$ cat src/rtl/mtx_mvmul_engine_pkg.sv
// mtx_mvmul_engine_pkg: shared MVMUL types, sizes and ternary arithmetic helpers
package mtx_mvmul_engine_pkg;
  localparam int R = 16;
  localparam int C = 16;
  localparam int V = 16;
  localparam int Q = 31;
  localparam int SW = 37;
  typedef enum logic [1:0] {ZERO = 2'b00, PLUS = 2'b01, MINUS = 2'b10} val3_t;
  typedef logic signed [Q:0] q31_t;
  typedef logic signed [Q+1:0] p33_t;
  typedef logic signed [SW-1:0] acc_t;
  typedef logic [C-1:0][1:0] row3_t;
  typedef q31_t [V-1:0] qvec_t;
  typedef struct packed { row3_t [R-1:0] data3; } mtx_t;
  typedef struct packed { qvec_t vec; } vec_t;
  typedef union packed { mtx_t mtx; vec_t vec; } mv_t;
  typedef struct packed { logic of; logic uf; logic zero; logic inv; } status_t;
  typedef enum logic [1:0] {IDLE, BUSY, DONE} mvmul_state_t;
  localparam acc_t S_MAX = acc_t'(32'sh7FFF_FFFF);
  localparam acc_t S_MIN = -S_MAX;
  localparam acc_t S_NEG = S_MIN - acc_t'(1);
  function automatic q31_t mul3(input logic [1:0] w, input q31_t x);
    return w == PLUS ? x : w == MINUS ? -x : '0;
  endfunction
  // Sign-extend before negating so -0x80000000 stays exact.
  function automatic p33_t mul3_w(input logic [1:0] w, input q31_t x);
    p33_t e;
    e = {x[Q], x};
    return w == PLUS ? e : w == MINUS ? -e : '0;
  endfunction
  function automatic q31_t sat(input acc_t s);
    return s > S_MAX ? 32'h7FFF_FFFF : s < S_MIN ? 32'h8000_0000 : s[31:0];
  endfunction
endpackage

$ cat src/rtl/mtx_mvmul_engine_if.sv
// mtx_mvmul_engine_if: operand and result valid/ready bundle for the MVMUL engine
interface mtx_mvmul_engine_if;
  import mtx_mvmul_engine_pkg::*;
  logic in_valid;
  logic in_ready;
  mv_t in_mtx;
  mv_t in_vec;
  logic out_valid;
  logic out_ready;
  mv_t out_res;
  status_t out_status;
  modport master (output in_valid, in_mtx, in_vec, out_ready, input in_ready, out_valid, out_res, out_status);
  modport slave (input in_valid, in_mtx, in_vec, out_ready, output in_ready, out_valid, out_res, out_status);
endinterface

$ cat src/rtl/mtx_mvmul_engine_row.sv
// mtx_mvmul_engine_row: one ternary row dot product with exact sum, saturation and row flags
module mtx_mvmul_row
  import mtx_mvmul_engine_pkg::*;
(
  input  row3_t row,
  input  qvec_t vec,
  output q31_t  res,
  output logic  of,
  output logic  uf,
  output logic  inv
);
  acc_t [C-1:0] t;
  always_comb begin
    for (int c = 0; c < C; c++) t[c] = acc_t'(mul3_w(row[c], vec[c]));
    for (int w = C / 2; w > 0; w = w / 2)
      for (int i = 0; i < w; i++) t[i] = t[2*i] + t[2*i+1];
  end
  always_comb begin
    inv = 1'b0;
    for (int c = 0; c < C; c++) inv = inv | (row[c] == 2'b11);
  end
  assign res = sat(t[0]);
  assign of  = t[0] > S_MAX;
  assign uf  = t[0] < S_NEG;
endmodule

$ cat src/rtl/mtx_mvmul_engine.sv
// mtx_mvmul_engine: row-sequential ternary matrix x Q31 vector multiply; flags gated by MTX_MVMUL_STATUS_EN
module mtx_mvmul_engine
  import mtx_mvmul_engine_pkg::*;
(
  input logic clk,
  input logic rst_n,
  mtx_mvmul_engine_if.slave bus
);
  localparam int RW = $clog2(R);
  mvmul_state_t state_q, state_d;
  logic [RW-1:0] row_q, row_d;
  mtx_t mtx_q, mtx_d;
  qvec_t vec_q, vec_d;
  qvec_t res_q, res_d;
  q31_t row_res;
  logic row_of, row_uf, row_inv;
  logic accept, busy, last;
  assign accept = state_q == IDLE && bus.in_valid;
  assign busy   = state_q == BUSY;
  assign last   = row_q == RW'(R - 1);
  mtx_mvmul_row u_row (
    .row (mtx_q.data3[row_q]),
    .vec (vec_q),
    .res (row_res),
    .of  (row_of),
    .uf  (row_uf),
    .inv (row_inv)
  );
  always_ff @(posedge clk) begin
    if (!rst_n) begin
      state_q <= IDLE;
      row_q   <= '0;
      mtx_q   <= '0;
      vec_q   <= '0;
      res_q   <= '0;
    end else begin
      state_q <= state_d;
      row_q   <= row_d;
      mtx_q   <= mtx_d;
      vec_q   <= vec_d;
      res_q   <= res_d;
    end
  end
  always_comb
    state_d = state_q == IDLE ? (bus.in_valid ? BUSY : IDLE) :
              state_q == BUSY ? (last ? DONE : BUSY) :
              (bus.out_ready ? IDLE : DONE);
  always_comb begin
    row_d = row_q;
    mtx_d = mtx_q;
    vec_d = vec_q;
    res_d = res_q;
    if (accept) begin
      mtx_d = bus.in_mtx.mtx;
      vec_d = bus.in_vec.vec.vec;
      res_d = '0;
      row_d = '0;
    end else if (busy) begin
      res_d[row_q] = row_res;
      row_d = row_q + 1'b1;
    end
  end
`ifdef MTX_MVMUL_STATUS_EN
  status_t status_q, status_d;
  logic nz_q, nz_d;
  // nz tracks any nonzero result so far; zero resolves on the final row write.
  always_ff @(posedge clk) begin
    if (!rst_n) begin
      status_q <= '0;
      nz_q     <= 1'b0;
    end else begin
      status_q <= status_d;
      nz_q     <= nz_d;
    end
  end
  always_comb begin
    status_d = status_q;
    nz_d = nz_q;
    if (accept) begin
      status_d = '0;
      nz_d = 1'b0;
    end else if (busy) begin
      nz_d = nz_q | (row_res != '0);
      status_d.of = status_q.of | row_of;
      status_d.uf = status_q.uf | row_uf;
      status_d.inv = status_q.inv | row_inv;
      status_d.zero = last & ~nz_d;
    end
  end
`else
  logic unused_flags;
  assign unused_flags = row_of ^ row_uf ^ row_inv;
`endif
  always_comb begin
    bus.in_ready = state_q == IDLE;
    bus.out_valid = state_q == DONE;
    bus.out_res = mv_t'(res_q);
`ifdef MTX_MVMUL_STATUS_EN
    bus.out_status = status_q;
`else
    bus.out_status = '0;
`endif
  end
endmodule

$ cat src/flat_wrapper.sv
// flat-port wrapper written by rule: the top's interface ports become plain ports
module mtx_mvmul_engine_flat import mtx_mvmul_engine_pkg::*;
  (clk, rst_n, bus_in_valid, bus_in_mtx, bus_in_vec, bus_out_ready, bus_in_ready, bus_out_valid, bus_out_res, bus_out_status);
  mtx_mvmul_engine_if bus_i ();
  input logic clk;
  input logic rst_n;
  input wire logic [$bits(bus_i.in_valid)-1:0] bus_in_valid;
  input wire logic [$bits(bus_i.in_mtx)-1:0] bus_in_mtx;
  input wire logic [$bits(bus_i.in_vec)-1:0] bus_in_vec;
  input wire logic [$bits(bus_i.out_ready)-1:0] bus_out_ready;
  output wire logic [$bits(bus_i.in_ready)-1:0] bus_in_ready;
  output wire logic [$bits(bus_i.out_valid)-1:0] bus_out_valid;
  output wire logic [$bits(bus_i.out_res)-1:0] bus_out_res;
  output wire logic [$bits(bus_i.out_status)-1:0] bus_out_status;
  assign bus_i.in_valid = bus_in_valid;
  assign bus_i.in_mtx = bus_in_mtx;
  assign bus_i.in_vec = bus_in_vec;
  assign bus_i.out_ready = bus_out_ready;
  assign bus_in_ready = bus_i.in_ready;
  assign bus_out_valid = bus_i.out_valid;
  assign bus_out_res = bus_i.out_res;
  assign bus_out_status = bus_i.out_status;
  mtx_mvmul_engine u_core (.clk(clk), .rst_n(rst_n), .bus(bus_i));
endmodule
$ cat config.mk
export PLATFORM = sky130hd
export DESIGN_NAME = mtx_mvmul_engine_flat
export DESIGN_NICKNAME = d
export VERILOG_FILES = /design/src/rtl/mtx_mvmul_engine_pkg.sv /design/src/rtl/mtx_mvmul_engine_if.sv /design/src/rtl/mtx_mvmul_engine_row.sv /design/src/rtl/mtx_mvmul_engine.sv /design/src/flat_wrapper.sv
export SDC_FILE = /design/constraint.sdc
export NUM_CORES = 2
export LEC_CHECK = 0
export CORE_AREA = 10 10 587 589
export DETAILED_ROUTE_END_ITERATION = 16
export DIE_AREA = 0 0 597 599
export HOLD_SLACK_MARGIN = 0.15
export PLACE_DENSITY_LB_ADDON = 0.1
export SLEW_MARGIN = 20
export SYNTH_ARGS = -nofsm -noshare
export SYNTH_HDL_FRONTEND = slang
export SYNTH_HIERARCHICAL = 1
export SYNTH_SLANG_ARGS = --single-unit
$ cat constraint.sdc
create_clock -name clk -period 10.3 [get_ports clk]
set_input_delay 1.03 -clock clk [delete_from_list [all_inputs] [get_ports clk]]
set_output_delay 1.03 -clock clk [all_outputs]
set_load 0.02 [all_outputs]
# After elaboration in Yosys (flattened, before gate mapping)
# Cells that the tools add are included.
[word_totals]
output_inout_bits = 518
input_bits = 1028
rom_bits = 0
ramBits = 0
memories = 0
regBits = 1542
latchBits = 0
[op_classes]
n_lt_le_gt_ge = 4
eq_ne = 35
shift = 0
n_addsub = 32
n_mul = 0
bitwise_logic = 1
div = 0
reduce_logical = 4
mux = 44
[ops]
columns = ["operator", "n"]
rows = [
  ["two-way mux 33 bit", 32],
  ["negation 33 bit", 16],
  ["bitwise mux 512 bit", 1],
  ["adder 33 x 33 -> 34 bit", 8],
  ["adder 34 x 34 -> 35 bit", 4],
  ["binary-select mux 32 bit (select 4 bit)", 1],
  ["demux 32 bit (select 4 bit)", 1],
  ["two-way mux 32 bit", 4],
  ["adder 35 x 35 -> 36 bit", 2],
  ["adder 36 x 36 -> 37 bit", 1],
  ["greater-than comparator 37 x 32 -> 1 bit, second input constant", 1],
  ["less-than comparator 37 x 32 -> 1 bit, second input constant", 1],
  ["== test 2 x 1 -> 1 bit, second input constant", 17],
  ["== test 2 bit, second input constant", 17],
  ["two-way mux 2 bit", 4],
  ["less-than comparator 4 x 5 -> 1 bit, second input constant", 1],
  ["adder 4 x 1 -> 4 bit, second input constant", 1],
  ["== test 4 bit, second input constant", 1],
  ["greater-or-equal comparator 4 x 1 -> 1 bit, second input constant", 1],
  ["logical AND 1 bit", 2],
  ["zero test 2 bit", 1],
  ["OR reduction 2 bit", 1],
  ["two-way mux 1 bit", 1],
  ["NOT 1 bit", 1],
]

# Longest topological paths before layout
[depth]
depth_word = 13
ltp_mapped = 40
mapped_depth_nobuf = 35

# By module
# The synthesis kept the hierarchy.
[by_module_without_submodules]
columns = ["module", "seq_area_each_um2", "instances", "area_each_um2", "cells_per_inst"]
rows = [
  ["mtx_mvmul_engine", 30869.6, 1, 61495.2, 7158],
  ["mtx_mvmul_row", 0.0, 1, 27458.8, 3891],
]

# Least setup slack after synthesis
# No wires, ideal clock.
[synth_path]
path_kind = "register to register"
startpoint = "register u_core/vec_q[352] (netlist name)"
endpoint = "register u_core.res_q (netlist bit u_core/bus.out_res[22])"
arrival_time_ps = 9759
synth_period_minus_slack_ps = 9878
required_ps = 10180
n_path_buf = 3
path_stages_with_launch = 35
setup_ps = 120
slack_ps = 422
cell_sequence = "dfxtp_1 inv_1 ha_1 or3b_1 or4_4 or4_4 or3_4 or4b_4 or3_4 or3_4 o21ai_0 a22oi_1 fa_1 inv_1 fa_1 inv_1 fa_1 fa_1 fa_1 inv_1 fa_1 ha_1 a21oi_1 nand3_1 a221oi_1 nand4b_1 o2111ai_1 nand2_1 o41ai_1 buf_1 o21ai_0 clkbuf_1 clkbuf_1 nand3_1 a21oi_1"
[synth_between]
elab_chain_len = 11
elab_cells_between_ends = 12
cone_classes = "5 x add/sub; 2 x order compare; 5 x mux"
[synth_lines]
columns = ["item", "line", "source"]
rows = [
  ["start: declaration", "mtx_mvmul_engine.sv:13", "qvec_t vec_q, vec_d;"],
  ["start signal: assignment", "mtx_mvmul_engine.sv:40", "vec_q <= vec_d;"],
  ["negation 33 bit", "mtx_mvmul_engine_pkg.sv:29", "return w == PLUS ? e : w == MINUS ? -e : '0;"],
  ["two-way mux 33 bit", "mtx_mvmul_engine_pkg.sv:29", ""],
  ["two-way mux 33 bit (*)", "mtx_mvmul_engine_pkg.sv:29", ""],
  ["adder 33 x 33 -> 34 bit (*)", "mtx_mvmul_engine_row.sv:16", "for (int i = 0; i < w; i++) t[i] = t[2*i] + t[2*i+1];"],
  ["adder 34 x 34 -> 35 bit (*)", "mtx_mvmul_engine_row.sv:16", ""],
  ["adder 35 x 35 -> 36 bit (*)", "mtx_mvmul_engine_row.sv:16", ""],
  ["adder 36 x 36 -> 37 bit (*)", "mtx_mvmul_engine_row.sv:16", ""],
  ["less-than comparator 37 x 32 -> 1 bit", "mtx_mvmul_engine_pkg.sv:32", "return s > S_MAX ? 32'h7FFF_FFFF : s < S_MIN ? 32'h8000_0000 : s[31:0];"],
  ["two-way mux 32 bit", "mtx_mvmul_engine_pkg.sv:32", ""],
  ["two-way mux 32 bit (*)", "mtx_mvmul_engine_pkg.sv:32", ""],
  ["via u_core.row_res[22]", "mtx_mvmul_engine.sv:15", "q31_t row_res;"],
  ["bitwise mux 512 bit (*)", "mtx_mvmul_engine.sv:59", "res_d[row_q] = row_res;"],
  ["end signal: assignment", "mtx_mvmul_engine.sv:41", "res_q <= res_d;"],
  ["end: declaration", "mtx_mvmul_engine.sv:14", "qvec_t res_q, res_d;"],
]
# Mark *: on every way through the listed nets, which the timed path passes. The rest lies on a longest branch.
# A chain may end at the register's enable or synchronous reset.

# Worst setup path after layout
[layout_path]
startpoint = "register u_core/vec_q[352] (netlist name)"
endpoint = "register u_core.res_q (netlist bit u_core/bus.out_res[386])"
# Same word-level chain as after synthesis.

==> impl_metrics.env <==
export IMPL_reg2reg_to="u_core/bus.out_res[386]"
export IMPL_worstHoldStart="u_core/mtx_q[336]"
export IMPL_critPathMaxFanout=8
export IMPL_grt_pass1_vias=88900
export IMPL_grt_overflow=0
export IMPL_crit_reg2reg_launch="u_core/vec_q[352]"
export IMPL_fmax_ghz=0.0999
export IMPL_io_buffers=1541
export IMPL_ant_nets=0
export IMPL_setup_worst_path_start_class="register"
export IMPL_drcViolationCount=0
export IMPL_finalClockSkew_ns=0.0864
export IMPL_cts_tree="yes"
export IMPL_htree_levels=4
export IMPL_multi_input_area_um2=53100
export IMPL_crit_buf_inv=9
export IMPL_grt_busiest_layer="met2"
export IMPL_die_w_um=597
export IMPL_grt_max_degree=188
export IMPL_cpPeakStageDelay_ns=0.55
export IMPL_crit_family="adder cells"
export IMPL_vias_per_cell=5.18
export IMPL_drt_iter0_drc=8313
export IMPL_die_y_um=599
export IMPL_reg2reg_slack_ns=0.29
export IMPL_core_um2=333000
export IMPL_min_path_cells=2
export IMPL_worstMarginPinSlew_ns=1.16
export IMPL_crit_type="register to register"
export IMPL_initial_core_util_pct=26.7
export IMPL_wl_um=525000
export IMPL_antenna_found_initial=104
export IMPL_grt_use_met3_pct=4.96
export IMPL_ctsHoldBuffers=0
export IMPL_crit_required_ns=11.05
export IMPL_postSynthAreaPerCell_um2=8.05
export IMPL_outcome="completed"
export IMPL_synthCells=11000
export IMPL_yosys_warnings=6
export IMPL_clkTransAtPathRegs_ns=0.06
export IMPL_grt_pass1_wl_um=716000
export IMPL_gr_usage_met1_pct=34.6
export IMPL_final_cells=17300
export IMPL_hold_viol=0
export IMPL_cp_end_kind="register"
export IMPL_syn_area_um2=88900
export IMPL_track_usage_pct=27.7
export IMPL_ioPinCount=1546
export IMPL_post_route_period_util_pct=97.2
export IMPL_holdPathEnd="u_core/mtx_q[336]"
export IMPL_vias=89900
export IMPL_area_delta_synth_final_pct=36.9
export IMPL_cts_max_path_buffers=4
export IMPL_cts_sinks=1542
export IMPL_min_path_type="register to register"
export IMPL_routabilityCongestion=0.945
export IMPL_num_fill_cells=34600
export IMPL_die_area_um2=358000
export IMPL_cp_arrival_ns=10.76
export IMPL_setup_viol=0
export IMPL_hpwl_um=417000
export IMPL_maxCapViolations=0
export IMPL_num_rows=212
export IMPL_grt_use_met2_pct=47.6
export IMPL_dr_pass1_iters=8
export IMPL_final_max_slew_viol_count=0
export IMPL_cts_made_buffers=194
export IMPL_seq_area_um2=30900
export IMPL_wire_per_inst_um=30.3
export IMPL_drive_gt1_share_pct=12.5
export IMPL_slew_headroom_pct=22.8
export IMPL_place_inst=16900
export IMPL_post_route_min_period_ns=10.01
export IMPL_cts_root_buf="clkbuf_16"
export IMPL_clk_latency_ns=0.90
export IMPL_cpMaxStageDelayCell="or4_4"
export IMPL_fin_nets=14300
export IMPL_worst_r2r_cell_count=35
==> placed cells by master, fill, tap and decap left out, types with 113 or more instances in the layout <==
| master | count |
|---|---|
| nand3_1 | 545 |
| a21oi_1 | 607 |
| nor2_1 | 257 |
| a21boi_1 | 401 |
| a22oi_1 | 113 |
| inv_1 | 467 |
| o21ai_0 | 1106 |
| clkbuf_16 | 203 |
| or3_1 | 127 |
| fa_1 | 442 |
| a21boi_0 | 627 |
| clkdlybuf4s50_1 | 1540 |
| mux4_2 | 128 |
| nor3_1 | 193 |
| nand2_1 | 2569 |
| buf_4 | 786 |
| dfxtp_1 | 1540 |
==> stage by stage <==
stage	utilization, %	TNS, ns	setup slack (ns)	instance area [µm²]	hold slack (ns)
floorplan	-	0	0.429	88900	0.432
global placement	34.2	-181.80	-0.495	114000	0.438
CTS	36.2	0	0.000321	120000	0.451
finish	36.6	0	0.293	122000	0.450
detailed placement	34.2	-166.55	-0.470	114000	0.443
global route	36.6	-0.206	-0.0413	122000	0.463
==> per-layer routing <==
metal | wire length [µm] | up-vias
met5 | 345 | -
met2 | 254000 | 3348
li1 | - | 41100
met3 | 32600 | 722
met1 | 214000 | 44700
met4 | 23700 | 54
==> worst min-delay path, cell delays in order, from the launching register on <==
cell,delay (ns)
dfxtp_1,0.30
nand2_1,0.05
a21boi_1,0.05
==> flip-flops by register name, indices dropped and copies added (netlist names) <==
signal and cells:
u_core/row_q 4, u_core/vec_q 512, u_core/state_q 2, u_core/mtx_q 512, u_core/bus.out_res 512
==> worst max path at each step <==
stage                           start                      end  slack [ns]  cells past startpoint
global route          u_core/row_q[0]  u_core/bus.out_res[322]       -0.04                     41
CTS                   u_core/row_q[0]  u_core/bus.out_res[427]      0.0003                     34
floorplan           u_core/vec_q[352]    u_core/bus.out_res[4]        0.43                     34
detailed placement    u_core/row_q[0]  u_core/bus.out_res[267]       -0.47                     32
global placement      u_core/row_q[0]  u_core/bus.out_res[236]       -0.50                     32
finish              u_core/vec_q[352]  u_core/bus.out_res[386]        0.29                     35
==> layout make-up <==
type,count,area share (%)
diodes,33,0.0679
clock buffers,281,4.67
clock inverters,61,0.614
inverters,469,1.45
multi-input cells,8118,43.6
flip-flops and latches,1542,25.4
well taps,4387,4.51
repair buffers,2457,19.7
==> repair_timing <==
item,in CTS,in global routing
gates resized for setup,39,178
endpoints found under the setup margin,496,496
setup buffers,5,32
pin swaps,5,55
gates cloned,1,7
Power is left out: the tool's default activity adds up to more than one toggle a clock period on the data nets, which glitch-free logic cannot reach.
